### src/rtl/adc_snap_capture_ctrl_if.sv
// adc_snap_capture_ctrl_if: control, ADC stream, BRAM write port and status bundle
interface adc_snap_capture_ctrl_if #(
    parameter int DATA_W  = 32,
    parameter int ADDR_W  = 10,
    parameter int DELAY_W = 16
);
    logic               ctrl_arm;
    logic               ctrl_trig_sel;
    logic [DELAY_W-1:0] ctrl_delay;
    logic               trig_in;
    logic               din_valid;
    logic [DATA_W-1:0]  din;
    logic               bram_we;
    logic [ADDR_W-1:0]  bram_addr;
    logic [DATA_W-1:0]  bram_din;
    logic [31:0]        status_out;
    modport master (
        output ctrl_arm, ctrl_trig_sel, ctrl_delay, trig_in, din_valid, din,
        input  bram_we, bram_addr, bram_din, status_out
    );
    modport slave (
        input  ctrl_arm, ctrl_trig_sel, ctrl_delay, trig_in, din_valid, din,
        output bram_we, bram_addr, bram_din, status_out
    );
endinterface

### src/rtl/adc_snap_capture_ctrl.sv
// adc_snap_capture_ctrl: arm/trigger/delay sequencer filling the snapshot BRAM once
module adc_snap_capture_ctrl #(
    parameter int DATA_W  = 32,
    parameter int ADDR_W  = 10,
    parameter int DELAY_W = 16
) (
    input  logic                    user_clk,
    input  logic                    user_rst,
    adc_snap_capture_ctrl_if.slave  bus
);
    typedef enum logic [2:0] {IDLE, ARMED, DELAY, CAPTURE, DONE} state_t;
    state_t state, state_n;
    logic               arm_q;
    logic [DELAY_W-1:0] dcnt;
    logic [ADDR_W-1:0]  wr_addr;
    logic [ADDR_W:0]    count;
    logic arm_re, trigger, accept;
    if (ADDR_W < 2 || ADDR_W > 16 || DATA_W < 1 || DELAY_W < 1) begin : g_bad_param
        $error("adc_snap_capture_ctrl: illegal parameter");
    end
    assign arm_re  = bus.ctrl_arm & ~arm_q;
    assign trigger = ~bus.ctrl_trig_sel | bus.trig_in;
    assign accept  = (state == CAPTURE) && bus.din_valid && !arm_re;
    always_ff @(posedge user_clk)
        if (user_rst) state <= IDLE;
        else state <= state_n;
    always_comb begin
        state_n = state;
        case (state)
            IDLE, DONE: state_n = arm_re ? ARMED : state;
            ARMED:      state_n = arm_re ? ARMED : !trigger ? ARMED : (bus.ctrl_delay == '0) ? CAPTURE : DELAY;
            DELAY:      state_n = arm_re ? ARMED : (bus.din_valid && dcnt == DELAY_W'(1)) ? CAPTURE : DELAY;
            CAPTURE:    state_n = arm_re ? ARMED : (accept && wr_addr == '1) ? DONE : CAPTURE;
            default:    state_n = IDLE;
        endcase
    end
    // arm_q tracks ctrl_arm even through reset so a level held across reset cannot re-arm
    always_ff @(posedge user_clk) arm_q <= bus.ctrl_arm;
    always_ff @(posedge user_clk) begin
        if (user_rst) begin
            dcnt           <= '0;
            wr_addr        <= '0;
            count          <= '0;
            bus.bram_we    <= 1'b0;
            bus.bram_addr  <= '0;
            bus.bram_din   <= '0;
            bus.status_out <= '0;
        end else begin
            bus.bram_we <= accept;
            if (accept) begin
                bus.bram_addr <= wr_addr;
                bus.bram_din  <= bus.din;
                wr_addr       <= wr_addr + ADDR_W'(1);
                count         <= count + (ADDR_W+1)'(1);
            end
            if (arm_re) begin
                wr_addr <= '0;
                count   <= '0;
                dcnt    <= '0;
            end else if (state == ARMED && state_n == DELAY) dcnt <= bus.ctrl_delay;
            else if (state == DELAY && bus.din_valid) dcnt <= dcnt - DELAY_W'(1);
            bus.status_out <= {state == DONE, state == DELAY || state == CAPTURE, state == ARMED,
                               {(28-ADDR_W){1'b0}}, count};
        end
    end
endmodule

### src/flat_wrapper.sv
// flat-port wrapper written by rule: the top's interface ports become plain ports
module adc_snap_capture_ctrl_flat 
#(
    parameter int DATA_W  = 32,
    parameter int ADDR_W  = 10,
    parameter int DELAY_W = 16
)
  (user_clk, user_rst, bus_ctrl_arm, bus_ctrl_trig_sel, bus_ctrl_delay, bus_trig_in, bus_din_valid, bus_din, bus_bram_we, bus_bram_addr, bus_bram_din, bus_status_out);
  adc_snap_capture_ctrl_if #(.DATA_W(DATA_W), .ADDR_W(ADDR_W), .DELAY_W(DELAY_W)) bus_i ();
  input  logic user_clk;
  input  logic user_rst;
  input wire logic [$bits(bus_i.ctrl_arm)-1:0] bus_ctrl_arm;
  input wire logic [$bits(bus_i.ctrl_trig_sel)-1:0] bus_ctrl_trig_sel;
  input wire logic [$bits(bus_i.ctrl_delay)-1:0] bus_ctrl_delay;
  input wire logic [$bits(bus_i.trig_in)-1:0] bus_trig_in;
  input wire logic [$bits(bus_i.din_valid)-1:0] bus_din_valid;
  input wire logic [$bits(bus_i.din)-1:0] bus_din;
  output wire logic [$bits(bus_i.bram_we)-1:0] bus_bram_we;
  output wire logic [$bits(bus_i.bram_addr)-1:0] bus_bram_addr;
  output wire logic [$bits(bus_i.bram_din)-1:0] bus_bram_din;
  output wire logic [$bits(bus_i.status_out)-1:0] bus_status_out;
  assign bus_i.ctrl_arm = bus_ctrl_arm;
  assign bus_i.ctrl_trig_sel = bus_ctrl_trig_sel;
  assign bus_i.ctrl_delay = bus_ctrl_delay;
  assign bus_i.trig_in = bus_trig_in;
  assign bus_i.din_valid = bus_din_valid;
  assign bus_i.din = bus_din;
  assign bus_bram_we = bus_i.bram_we;
  assign bus_bram_addr = bus_i.bram_addr;
  assign bus_bram_din = bus_i.bram_din;
  assign bus_status_out = bus_i.status_out;
  adc_snap_capture_ctrl #(.DATA_W(DATA_W), .ADDR_W(ADDR_W), .DELAY_W(DELAY_W)) u_core (.user_clk(user_clk), .user_rst(user_rst), .bus(bus_i));
endmodule
### config.mk
export PLATFORM = sky130hd
export DESIGN_NAME = adc_snap_capture_ctrl_flat
export DESIGN_NICKNAME = d
export VERILOG_FILES = /design/src/rtl/adc_snap_capture_ctrl_if.sv /design/src/rtl/adc_snap_capture_ctrl.sv /design/src/flat_wrapper.sv
export SDC_FILE = /design/constraint.sdc
export NUM_CORES = 1
export LEC_CHECK = 0
export CAP_MARGIN = 0
export CORE_MARGIN = 5
export CORE_UTILIZATION = 40
export DETAILED_ROUTE_END_ITERATION = 6
export GPL_ROUTABILITY_DRIVEN = 0
export GPL_TIMING_DRIVEN = 1
export MAX_ROUTING_LAYER = met4
export PLACE_DENSITY = 0.71
export SLEW_MARGIN = 20
export SYNTH_ARGS = -nofsm -noshare
export SYNTH_HDL_FRONTEND = slang
export SYNTH_SLANG_ARGS = --single-unit
### constraint.sdc
create_clock -name user_clk -period 3.74 [get_ports user_clk]
set_input_delay 0.374 -clock user_clk [delete_from_list [all_inputs] [get_ports user_clk]]
set_output_delay 0.374 -clock user_clk [all_outputs]
set_load 0.05 [all_outputs]
== Word level (Yosys, flattened, before mapping) ==
Index checks and enable logic that the tools add are counted.

* Add/subtract/negate cells: 3
* Eq/ne operators: 7
* Multiplexer cells: 11
* Bitwise operators: 4
* Reductions and logical operators: 13

{| class="wikitable"
|+ Operators by type and width
! cell !! number
|-
| 2-to-1 mux 16 bit || 2
|-
| 2-to-1 mux 3 bit || 6
|-
| == test 16 x 1 -> 1 bit (second input constant) || 1
|-
| zero test 16 bit || 1
|-
| subtractor 16 x 1 -> 16 bit (second input constant) || 1
|-
| one-hot mux 3 bit (4 select lines) || 1
|-
| adder 11 x 1 -> 11 bit (second input constant) || 1
|-
| adder 10 x 1 -> 10 bit (second input constant) || 1
|-
| == test 10 bit (second input constant) || 1
|-
| == test 3 x 2 -> 1 bit (second input constant) || 3
|-
| logical AND 1 bit || 6
|-
| OR reduction 2 bit || 2
|-
| == test 3 x 1 -> 1 bit (second input constant) || 1
|-
| == test 3 bit (second input constant) || 1
|-
| zero test 3 bit || 1
|-
| 2-to-1 mux 1 bit || 2
|-
| NOT 1 bit || 2
|-
| nonzero test 2 bit || 1
|-
| AND 1 bit || 1
|-
| zero test 1 bit || 1
|-
| logical OR 1 bit || 1
|-
| OR 1 bit || 1
|}

* Register bits: 116
* Input port bits: 54
* Output and inout bits: 75

== Longest topological paths before layout ==
* Depth after elaboration: 11
* Depth in mapped cells: 8
* Depth with buffers taken out: 6

== Least setup slack after synthesis ==
Ideal clock, no wire load.

* Kind: reg-to-reg
* From: reg u_core.dcnt[4]
* To: reg u_core.dcnt[14]
* Setup time: 0.066 ns
* Data arrival time: 2.146 ns
* Required time: 3.674 ns
* Path slack: 1.528 ns
* Cell stages (with the launch flop): 7
* Path buffers: 1
* Clock period less this slack: 2.212 ns
* Cells stage by stage: dfxtp_1 -> or4_1 -> buf_2 -> or4_4 -> or4_4 -> a2bb2oi_2 -> a21oi_2

* Longest elaborated chain between the ends: 8

{| class="wikitable"
|+ Ends and longest elaborated chain
! item !! line !! text
|-
| from (decl) || adc_snap_capture_ctrl.sv:14 || <nowiki>logic [DELAY_W-1:0] dcnt;</nowiki>
|-
| from (signal assigned) || adc_snap_capture_ctrl.sv:60 || <nowiki>end else if (state == ARMED && state_n == DELAY) dcnt <= bus.ctrl_delay;</nowiki>
|-
| from (signal assigned) || adc_snap_capture_ctrl.sv:61 || <nowiki>else if (state == DELAY && bus.din_valid) dcnt <= dcnt - DELAY_W'(1);</nowiki>
|-
| == test 16 x 1 -> 1 bit || adc_snap_capture_ctrl.sv:32 || <nowiki>DELAY: state_n = arm_re ? ARMED : (bus.din_valid && dcnt == DELAY_W'(1)) ? CAPTURE : DELAY;</nowiki>
|-
| logical AND 1 bit || adc_snap_capture_ctrl.sv:32 ||
|-
| 2-to-1 mux 1 bit || adc_snap_capture_ctrl.sv:32 ||
|-
| 2-to-1 mux 3 bit || adc_snap_capture_ctrl.sv:32 ||
|-
| one-hot mux 3 bit (4 select lines) || adc_snap_capture_ctrl.sv:29 || <nowiki>case (state)</nowiki>
|-
| == test 3 x 2 -> 1 bit || adc_snap_capture_ctrl.sv:60 ||
|-
| logical AND 1 bit || adc_snap_capture_ctrl.sv:60 ||
|-
| 2-to-1 mux 16 bit / nonzero test 2 bit (equally long branches) || -- ||
|}

Several ways; a longest one is shown, not always the timed one. The select of a mux whose other input is x is not followed.
A chain may end at the register's enable or synchronous reset.

== Worst setup path in the final report ==
* From: reg u_core.dcnt[4]
* To: reg u_core.dcnt[15]

The elaborated chain is that of the path after synthesis.

==> metrics <==
maxcap violations 0; Initial Util 41.3%; total global-route track usage 16.6%; ratio of final minimum period to clock period 63.9%; area leader, netlist dfxtp_1; Synth top area share 48.4%; Achievable Freq 418 MHz; largest family of logic cells by synthesized area simple AND/OR/NAND/NOR gates; final core area utilization 54.4%; Synth Area in Adders 1.24%; Cells after Synth 478; final setup fails 0; Mapped Area 4050 µm²; Clock Sinks 98; initial antenna violation count 0; DRC 0; worst-case clock skew 7.97 ps; area grow syn2layout 31.8%; Yosys reg bits 98; endpoints failing hold 0; pre-CTS setup slack 1170 ps; Slowest-stage cell, CP or4_1; crit path max fanout 7; final WL 9820 µm; Post-Synth XOR/XNOR Area 5.19%; total CTS buffers 9; Routed WL per cell 13.8 µm; Main synth FF type dfxtp_1; DIE HEIGHT 111 µm; unrepaired setup endpoints after global routing no; Synth Area in Simple Gates 25.0%; minimum clock period after layout 2390 ps; CP peak stage delay 660 ps; pin count of the biggest net entering global routing 62; syn_area_per_cell 8.48 µm²; crit-path most repeated cell or4_1; Clk Tree Root Cell clkbuf_8; HP Class reg2reg; IR drop worst, VDD 0.164 mV; vias in the first global route 3406; PortBufs 110; critical path launch point type flop; Rel. slew slack 37.7%; sequential fraction of the synthesis area 48.4%; cell with the most instances after synthesis nand2_1; Top Ports 129; Final ANT Viol Nets 0; clk slew on worst S/H paths 100 ps; first-pass GRT wire length 16500 µm; cts hold-fix bufs 0; worst setup path class reg2reg; Post-synth EDFFs 0; Setup WS post-layout 1350 ps; critical path arrival 2610 ps; die area 12200 µm²; Post-synth top cells 103 x nand2_1, 98 x dfxtp_1, 55 x a21oi_1, 34 x nor2_1, 22 x clkbuf_1; Post-DP HPWL 7010 µm; htree depth 3; diode count 0; Slew Limit Fails 0; core area 9820 µm²; yosys warns 0; Crit. End Element flop; Least-Margin Pin Slew 935 ps; PwrDens 364 nW/µm²; drt initial violations 206; leakage power 1.81 nW; Async SR Flop Fraction 0%; die width 111 µm; share of cells above drive strength 1 5.54%; status complete, no violations; post-DR vias/cell 4.94; worst-case clock buffer depth 2; drt first pass iters 7; Vias 3513; total congestion overflow 0; total negative slack 0 ps; CP Cell Sequence or4_1, or4_4, or4_1, o211ai_1, a21oi_1; total power 1.94 mW; clk_lat worst skew 360 ps; Synth area leaders dfxtp_1 48%, nand2_1 9.5%, a21oi_1 6.8%, buf_4 3.3%, nor2_1 3.2%; Compound-Gate Fraction of Synth Area 12.8%; Layout Nets 631; Yosys cell types 44; post-synthesis mux area share 0%; Req. time, crit path 3960 ps; # rows 36; CTS tree yes; CTS-repair resized insts 0; post-CTS setup buffers 0
-- metrics by stage --
stage,cells,hold WS (ps),area (µm²)
floorplan,495,402,4120
global placement,695,442,5130
detailed placement,695,446,5130
CTS,711,460,5340
global route,711,475,5340
finish,711,458,5340
-- metal layers --
| layer | share of wire [%] | track usage [%] | wire length [µm] |
|---|---|---|---|
| met2 | 48 | 26.4 | 4720 |
| met5 | 0 | - | 0 |
| met1 | 45 | 20.5 | 4430 |
| met3 | 4.2 | 2.95 | 416 |
| met4 | 2.6 | 7.47 | 252 |
-- where the power goes --
part	switching, mW	internal (mW)	total [mW]
Sequential	0.00713	1.05	1.06
Combinational	0.0971	0.0728	0.170
Clock	0.367	0.348	0.715
-- state kept, by name (all words and copies together) (netlist names) --
signal and count:
u_core.bus.bram_addr 10, u_core.bus.status_out 14, u_core.bus.bram_din 32, u_core.bus.bram_we 1, u_core.state 3, u_core.arm_q 1
u_core.wr_addr 10, u_core.dcnt 16, u_core.count 11
-- final cells by class --
class                      instances  area [µm²]
multi-input combinational        347        1870
inverter                           4        15.0
fill                             933        4480
timing repair buffer             113        1120
tap                              133         166
sequential                        98        1960
clock inverter                     5        60.1
clock buffer                      11         151
-- path summary, 6_finish.rpt --
check | to | slack (ps) | cells after the start | start
min reg2reg | u_core.bus.bram_din[26] | 460 | 2 | u_core.bus.bram_din[26]
min | u_core.bus.bram_din[26] | 460 | 2 | u_core.bus.bram_din[26]
max reg2reg | u_core.dcnt[15] | 1350 | 5 | u_core.dcnt[4]
max | u_core.dcnt[15] | 1350 | 5 | u_core.dcnt[4]
-- cell usage in the layout (no fill, tap or decap), types with 5 or more instances in the layout --
cell type / n
nor4_1: 8
nand3_1: 5
xnor2_1: 13
nand2_1: 103
o21ai_0: 8
dfxtp_1: 98
conb_1: 18
nor2b_1: 14
a211oi_1: 11
clkbuf_8: 11
or3_1: 8
xor2_1: 11
nor3_1: 5
a21oi_1: 55
clkdlybuf4s50_1: 109
nor2_1: 34
nand4_1: 9
-- kinds of logic after synthesis --
logic type / after synthesis
AND/OR/NAND/NOR: 213
flip-flops: 98
AO/OA/AOI/OAI: 88
buffers and inverters: 50
XOR/XNOR: 24
adder cells (fa/ha/maj): 4
other: 1
-- worst max-delay path, delay by kind of cell, from the launching register on --
family | cells | cell delay (ps)
flip-flops | 1 | 360
AND/OR/NAND/NOR | 3 | 1640
AO/OA/AOI/OAI | 2 | 250
(Power assumes the default switching activity.)
==> RTL change 1 (same settings) <==
Reset style: asynchronous (`user_rst`), changed in 2 clocked blocks.
--- a/src/rtl/adc_snap_capture_ctrl.sv
+++ b/src/rtl/adc_snap_capture_ctrl.sv
@@ -22,5 +22,5 @@
     assign trigger = ~bus.ctrl_trig_sel | bus.trig_in;
     assign accept  = (state == CAPTURE) && bus.din_valid && !arm_re;
-    always_ff @(posedge user_clk)
+    always_ff @(posedge user_clk or posedge user_rst)
         if (user_rst) state <= IDLE;
         else state <= state_n;
@@ -37,5 +37,5 @@
     // arm_q tracks ctrl_arm even through reset so a level held across reset cannot re-arm
     always_ff @(posedge user_clk) arm_q <= bus.ctrl_arm;
-    always_ff @(posedge user_clk) begin
+    always_ff @(posedge user_clk or posedge user_rst) begin
         if (user_rst) begin
             dcnt           <= '0;
Formal check against the unedited RTL: differs if user_rst is asserted again (counterexample within 4 cycles, from zero or initial values and one cycle with user_rst high); with user_rst held inactive, the same outputs for 10 cycles.
==> RTL change 1 against the unedited design <==
Area after synthesis rose by 8.8%; count of clock-buffer cells in the layout fell by 2; worst setup slack improved by 0.12 ns; final area rose by 8.9%; worst hold slack got worse by 0.027 ns; critical path depth did not move; routed wire length fell by 4.1%; sequential share of layout area rose by 5.4 points; sequential cell count did not move.
Power is not compared: it rests on default switching activity, and its combinational part moved more than twofold at a synthesized area within 25%.
==> RTL change 1: results (changes against the unedited design) <==
- Largest vdd supply drop: 526 uV
- Top_reg_cell synth: dfrtp_1 (was dfxtp_1)
- Via-to-Cell Ratio: 5.10 (was 4.94)
- Top cells by area, synth: dfrtp_1 55%, mux2_2 11%, buf_4 3.4%, xnor2_1 2.6%, xor2_1 2.6% (was dfxtp_1 48%, nand2_1 9.5%, a21oi_1 6.8%, buf_4 3.3%, nor2_1 3.2%)
- Met1 Routed Length: 4.38 mm (was 4.43 mm)
- Drt pass-1 iters: 4 (was 7)
- Placed insts: 611 (was 695)
- Fillers: 950 (was 933)
- Initial DRC Count: 117 (was 206)
- Vias in the first global route: 3177 (was 3406)
- Hold depth: 0 (was 2)
- Synth Area in Compound Gates: 6.67% (was 12.8%)
- Register area share after synthesis: 55.5% (was 48.4%)
- Share of cells above drive strength 1: 14.6% (was 5.54%)
- Clock Skew: 0.0109 ns (was 0.00797 ns)
- DP Worst Slack: 1.18 ns (was 1.17 ns)
- Max stage delay on crit path: 0.74 ns (was 0.66 ns)
- Fin nets: 540 (was 631)
- Crit-path slowest cell: nor4bb_2 (was or4_1)
- Synth top cells by count: 97 x dfrtp_1, 42 x mux2_2, 20 x a21oi_1, 20 x buf_4, 20 x nor2_1 (was 103 x nand2_1, 98 x dfxtp_1, 55 x a21oi_1, 34 x nor2_1, 22 x clkbuf_1)
- Total power: 4220 uW
- Largest net degree at the start of global routing: 52 (was 62)
- Post-Synthesis Cells: 374 (was 478)
- Synth async-reset ratio: 99.0% (was 0%)
- Post-DP HPWL: 7.00 mm (was 7.01 mm)
- Slew @ Worst Pin: 0.736 ns (was 0.935 ns)
- Routed WL per cell: 15.0 um (was 13.8 um)
- Met2 WL: 4.24 mm (was 4.72 mm)
- First-pass GRT wire length: 15.5 mm (was 16.5 mm)
- Worst Path Arrival: 2.53 ns (was 2.61 ns)
- Mux cell area share after synthesis: 10.7% (was 0%)
- Area share of fa/ha/maj cells after synthesis: 1.14% (was 1.24%)
- Status: finished clean (unchanged)
- Initial antenna violation count: 0 (unchanged)
- Synth cell types: 39 (was 44)
- Crit path max fanout: 10 (was 7)
## RTL change 1: logic make-up after synthesis
logic type | count (synthesis)
other cells | 1
simple gates | 115
mux | 42
compound gates | 47
flops | 98
fa+ha+maj | 4
xor+xnor | 26
buf+inv | 41
## RTL change 1: worst paths after layout
kind,startpoint,end,slack [ns]
max,u_core.state[1]$_DFF_PP0_,u_core.dcnt[15]$_DFFE_PP0P_,1.47
min,u_core.count[9]$_DFFE_PP0P_,u_core.bus.status_out[9]$_DFF_PP0_,0.43
max reg2reg,u_core.state[1]$_DFF_PP0_,u_core.dcnt[15]$_DFFE_PP0P_,1.47
min reg2reg,u_core.count[9]$_DFFE_PP0P_,u_core.bus.status_out[9]$_DFF_PP0_,0.43
max in group asynchronous,user_rst,u_core.bus.bram_din[25]$_DFFE_PP0P_,2.53
min in group asynchronous,user_rst,u_core.bus.bram_din[19]$_DFFE_PP0P_,0.44
## RTL change 1: critical path, delay by kind of cell (launching register included)
kind | cells | cell delay (ns)
AO/OA/AOI/OAI | 1 | 0.28
buffers and inverters | 1 | 0.29
flip-flops | 1 | 0.53
AND/OR/NAND/NOR | 3 | 1.08
## RTL change 1: layout make-up
class                   instances  area [um^2]  share of cell area, %
clock buffers                   9          124                   2.13
clock inverters                 7          101                   1.74
well taps                     140          175                   3.01
repair buffers                115         1140                   19.6
flip-flops and latches         98         2450                   42.1
multi-input cells             252         1800                   31.0
inverters                       6         25.0                  0.431
## RTL change 1: through the flow
stage	util, %	cell area, um^2
after floorplan	-	4470
after global placement	51.5	5590
after detailed placement	51.5	5590
after CTS	53.6	5810
after global routing	53.6	5810
final	53.6	5810
## RTL change 1: per-layer routing
layer,global-route usage [%],vias up
li1,-,1537
met1,20.4,1534
met2,22.1,118
met3,3.89,11
met4,3.05,0
met5,-,-
==> RTL change 2 (same settings) <==
Made on the original files. `ADDR_W` is set to 10 in 3 places; all go to 11.
--- a/src/rtl/adc_snap_capture_ctrl_if.sv
+++ b/src/rtl/adc_snap_capture_ctrl_if.sv
@@ -2,5 +2,5 @@
 interface adc_snap_capture_ctrl_if #(
     parameter int DATA_W  = 32,
-    parameter int ADDR_W  = 10,
+    parameter int ADDR_W  = 11,
     parameter int DELAY_W = 16
 );
--- a/src/rtl/adc_snap_capture_ctrl.sv
+++ b/src/rtl/adc_snap_capture_ctrl.sv
@@ -2,5 +2,5 @@
 module adc_snap_capture_ctrl #(
     parameter int DATA_W  = 32,
-    parameter int ADDR_W  = 10,
+    parameter int ADDR_W  = 11,
     parameter int DELAY_W = 16
 ) (
--- a/src/flat_wrapper.sv
+++ b/src/flat_wrapper.sv
@@ -3,5 +3,5 @@
 #(
     parameter int DATA_W  = 32,
-    parameter int ADDR_W  = 10,
+    parameter int ADDR_W  = 11,
     parameter int DELAY_W = 16
 )
Ports: changed (resized bus_bram_addr); port bits go from 129 to 130. The function was not compared with the original's and may differ.
==> RTL change 2 against the unedited design <==
Final area rose by 2.2%; area after synthesis rose by 1.9%; total power rose by 4.7%; die area rose by 1.7%; sequential cell count rose by 4; worst setup slack improved by 0.11 ns; routed wire length fell by 1.9%; largest cell class unchanged.
==> RTL change 2: results (changes against the unedited design) <==
- Placement Cell Area: 0.00526 mm^2 (was 0.00513 mm^2)
- Share of cells above drive strength 1: 4.21% (was 5.54%)
- Crit path max fanout: 35 (was 7)
- Status: finished clean (unchanged)
- Antenna diodes: 0 (unchanged)
- Worst Path Arrival: 2.55 ns (was 2.61 ns)
- Largest reg by FF count: u_core.bus.bram_din (unchanged)
- Htree depth: 3 (unchanged)
- DP Worst Slack: 1.18 ns (was 1.17 ns)
- Total GRT Usage: 15.3% (was 16.6%)
- Initial DRC Count: 172 (was 206)
- Top cells by area, synth: dfxtp_1 49%, nand2_1 9.5%, a21oi_1 8.2%, xnor2_1 3.6%, buf_4 3.3% (was dfxtp_1 48%, nand2_1 9.5%, a21oi_1 6.8%, buf_4 3.3%, nor2_1 3.2%)
- Max clock buf depth: 2 (unchanged)
- Routed WL per cell: 13.2 um (was 13.8 um)
- Synth top cells by count: 105 x nand2_1, 102 x dfxtp_1, 68 x a21oi_1, 22 x nor2_1, 20 x clkbuf_1 (was 103 x nand2_1, 98 x dfxtp_1, 55 x a21oi_1, 34 x nor2_1, 22 x clkbuf_1)
- Drt pass-1 iters: 5 (was 7)
- Port bufs: 112 (was 110)
- # Post-CTS Setup Buffers: 0 (unchanged)
- Fillers: 930 (was 933)
- CTS Buf Count: 9 (unchanged)
- Leak: 0.00185 uW (was 0.00181 uW)
- Register area share after synthesis: 49.5% (was 48.4%)
- CTS Root Cell: clkbuf_8 (unchanged)
- Initial antenna violation count: 0 (unchanged)
- Fin nets: 647 (was 631)
- Synth Warn #: 0 (unchanged)
- Worst skew pair latency: 0.36 ns (about the same)
- Synth async-reset ratio: 0% (unchanged)
- Total number of vias: 3523 (was 3513)
- Largest net degree at the start of global routing: 47 (was 62)
- Clock Skew: 0.0114 ns (was 0.00797 ns)
- Synth cell types: 37 (was 44)
- Switch share: 25.2% (was 24.3%)
- HP Class: reg2reg (unchanged)
- Largest vdd supply drop: 152 uV (was 164 uV)
- CTS clk-pin slew, worst paths: 0.09 ns
- First-pass GRT wire length: 15.4 mm (was 16.5 mm)
- Top_reg_cell synth: dfxtp_1 (unchanged)
- Slew @ Worst Pin: 0.770 ns (was 0.935 ns)
- Post-cts resize count: 0 (unchanged)
- PwrDens: 372 mW/mm^2 (was 364 mW/mm^2)
- Post-DP HPWL: 6.99 mm (was 7.01 mm)
- Vias in the first global route: 3258 (was 3406)
- Top Registers: u_core.bus.bram_din (32), u_core.dcnt (16), u_core.bus.status_out (15) (was u_core.bus.bram_din (32), u_core.dcnt (16), u_core.bus.status_out (14))
## RTL change 2: cell count changes after synthesis, moves of 3 or more
cell	unedited run	this run
a21oi_1	55	68
dfxtp_1	98	102
or2_2	4	0
o21ai_0	8	19
buf_2	1	5
xnor2_1	13	17
nor3_1	5	12
clkbuf_8	3	0
and2_1	1	5
nand3_1	6	12
nor2_1	34	22
a211oi_1	11	2
## RTL change 2: cell type report
class                      instances  share of cell area [%]
sequential                       102                    37.4
multi-input combinational        356                    34.7
timing repair buffer             115                    20.9
tap                              136                    3.12
clock buffer                      11                    2.59
clock inverter                     5                    1.03
inverter                           5                   0.344
## RTL change 2: worst max-delay path, cell delays in order (launching register included)
cell and delay (ns):
dfxtp_1 0.54, and4b_1 0.31, and2_2 0.60, nand3_1 0.24, or3_1 0.36, a21oi_1 0.15
## RTL change 2: path summary, 6_finish.rpt
| check | from | end | slack, ns | cells after the start |
|---|---|---|---|---|
| max | u_core.state[1]$_SDFF_PP0_ | u_core.wr_addr[5]$_SDFFE_PP0P_ | 1.46 | 5 |
| min | u_core.bus.bram_din[31]$_SDFFE_PP0P_ | u_core.bus.bram_din[31]$_SDFFE_PP0P_ | 0.46 | 2 |
| max reg2reg | u_core.state[1]$_SDFF_PP0_ | u_core.wr_addr[5]$_SDFFE_PP0P_ | 1.46 | 5 |
| min reg2reg | u_core.bus.bram_din[31]$_SDFFE_PP0P_ | u_core.bus.bram_din[31]$_SDFFE_PP0P_ | 0.46 | 2 |
## RTL change 2: logic make-up after synthesis
family | count (synthesis) | synth area share, %
DFF | 102 | 49.5
adders and majority gates | 4 | 1.21
xor gates and xnor gates | 27 | 5.73
buffers and inverters | 49 | 6.27
and+or+nand+nor | 212 | 25.0
AOI/OAI and AO/OA | 96 | 12.2
other | 1 | 0.0908
## RTL change 2: stage by stage
stage | total power, uW | std cells
after floorplan | 1290 | 507
after global placement | 1360 | 714
after detailed placement | 1370 | 714
after CTS | 2050 | 730
after global routing | 2120 | 730
final | 2030 | 730
## RTL change 2: power by group through the flow
| stage | sequential [uW] | combinational [uW] | clock [uW] |
|---|---|---|---|
| 2_1_floorplan | 1150 | 146 | 0 |
| 3_3_place_gp | 1140 | 220 | 0 |
| 3_5_place_dp | 1140 | 223 | 0 |
| 4_1_cts | 1120 | 224 | 711 |
| 5_1_grt | 1120 | 243 | 760 |
| 6_report | 1120 | 225 | 691 |
## RTL change 2: routing by layer
layer,GRT usage [%],share of wire (%)
met3,3.21,4.2
met1,18.5,46
met5,-,0
met2,24.5,47
met4,7.06,2.4
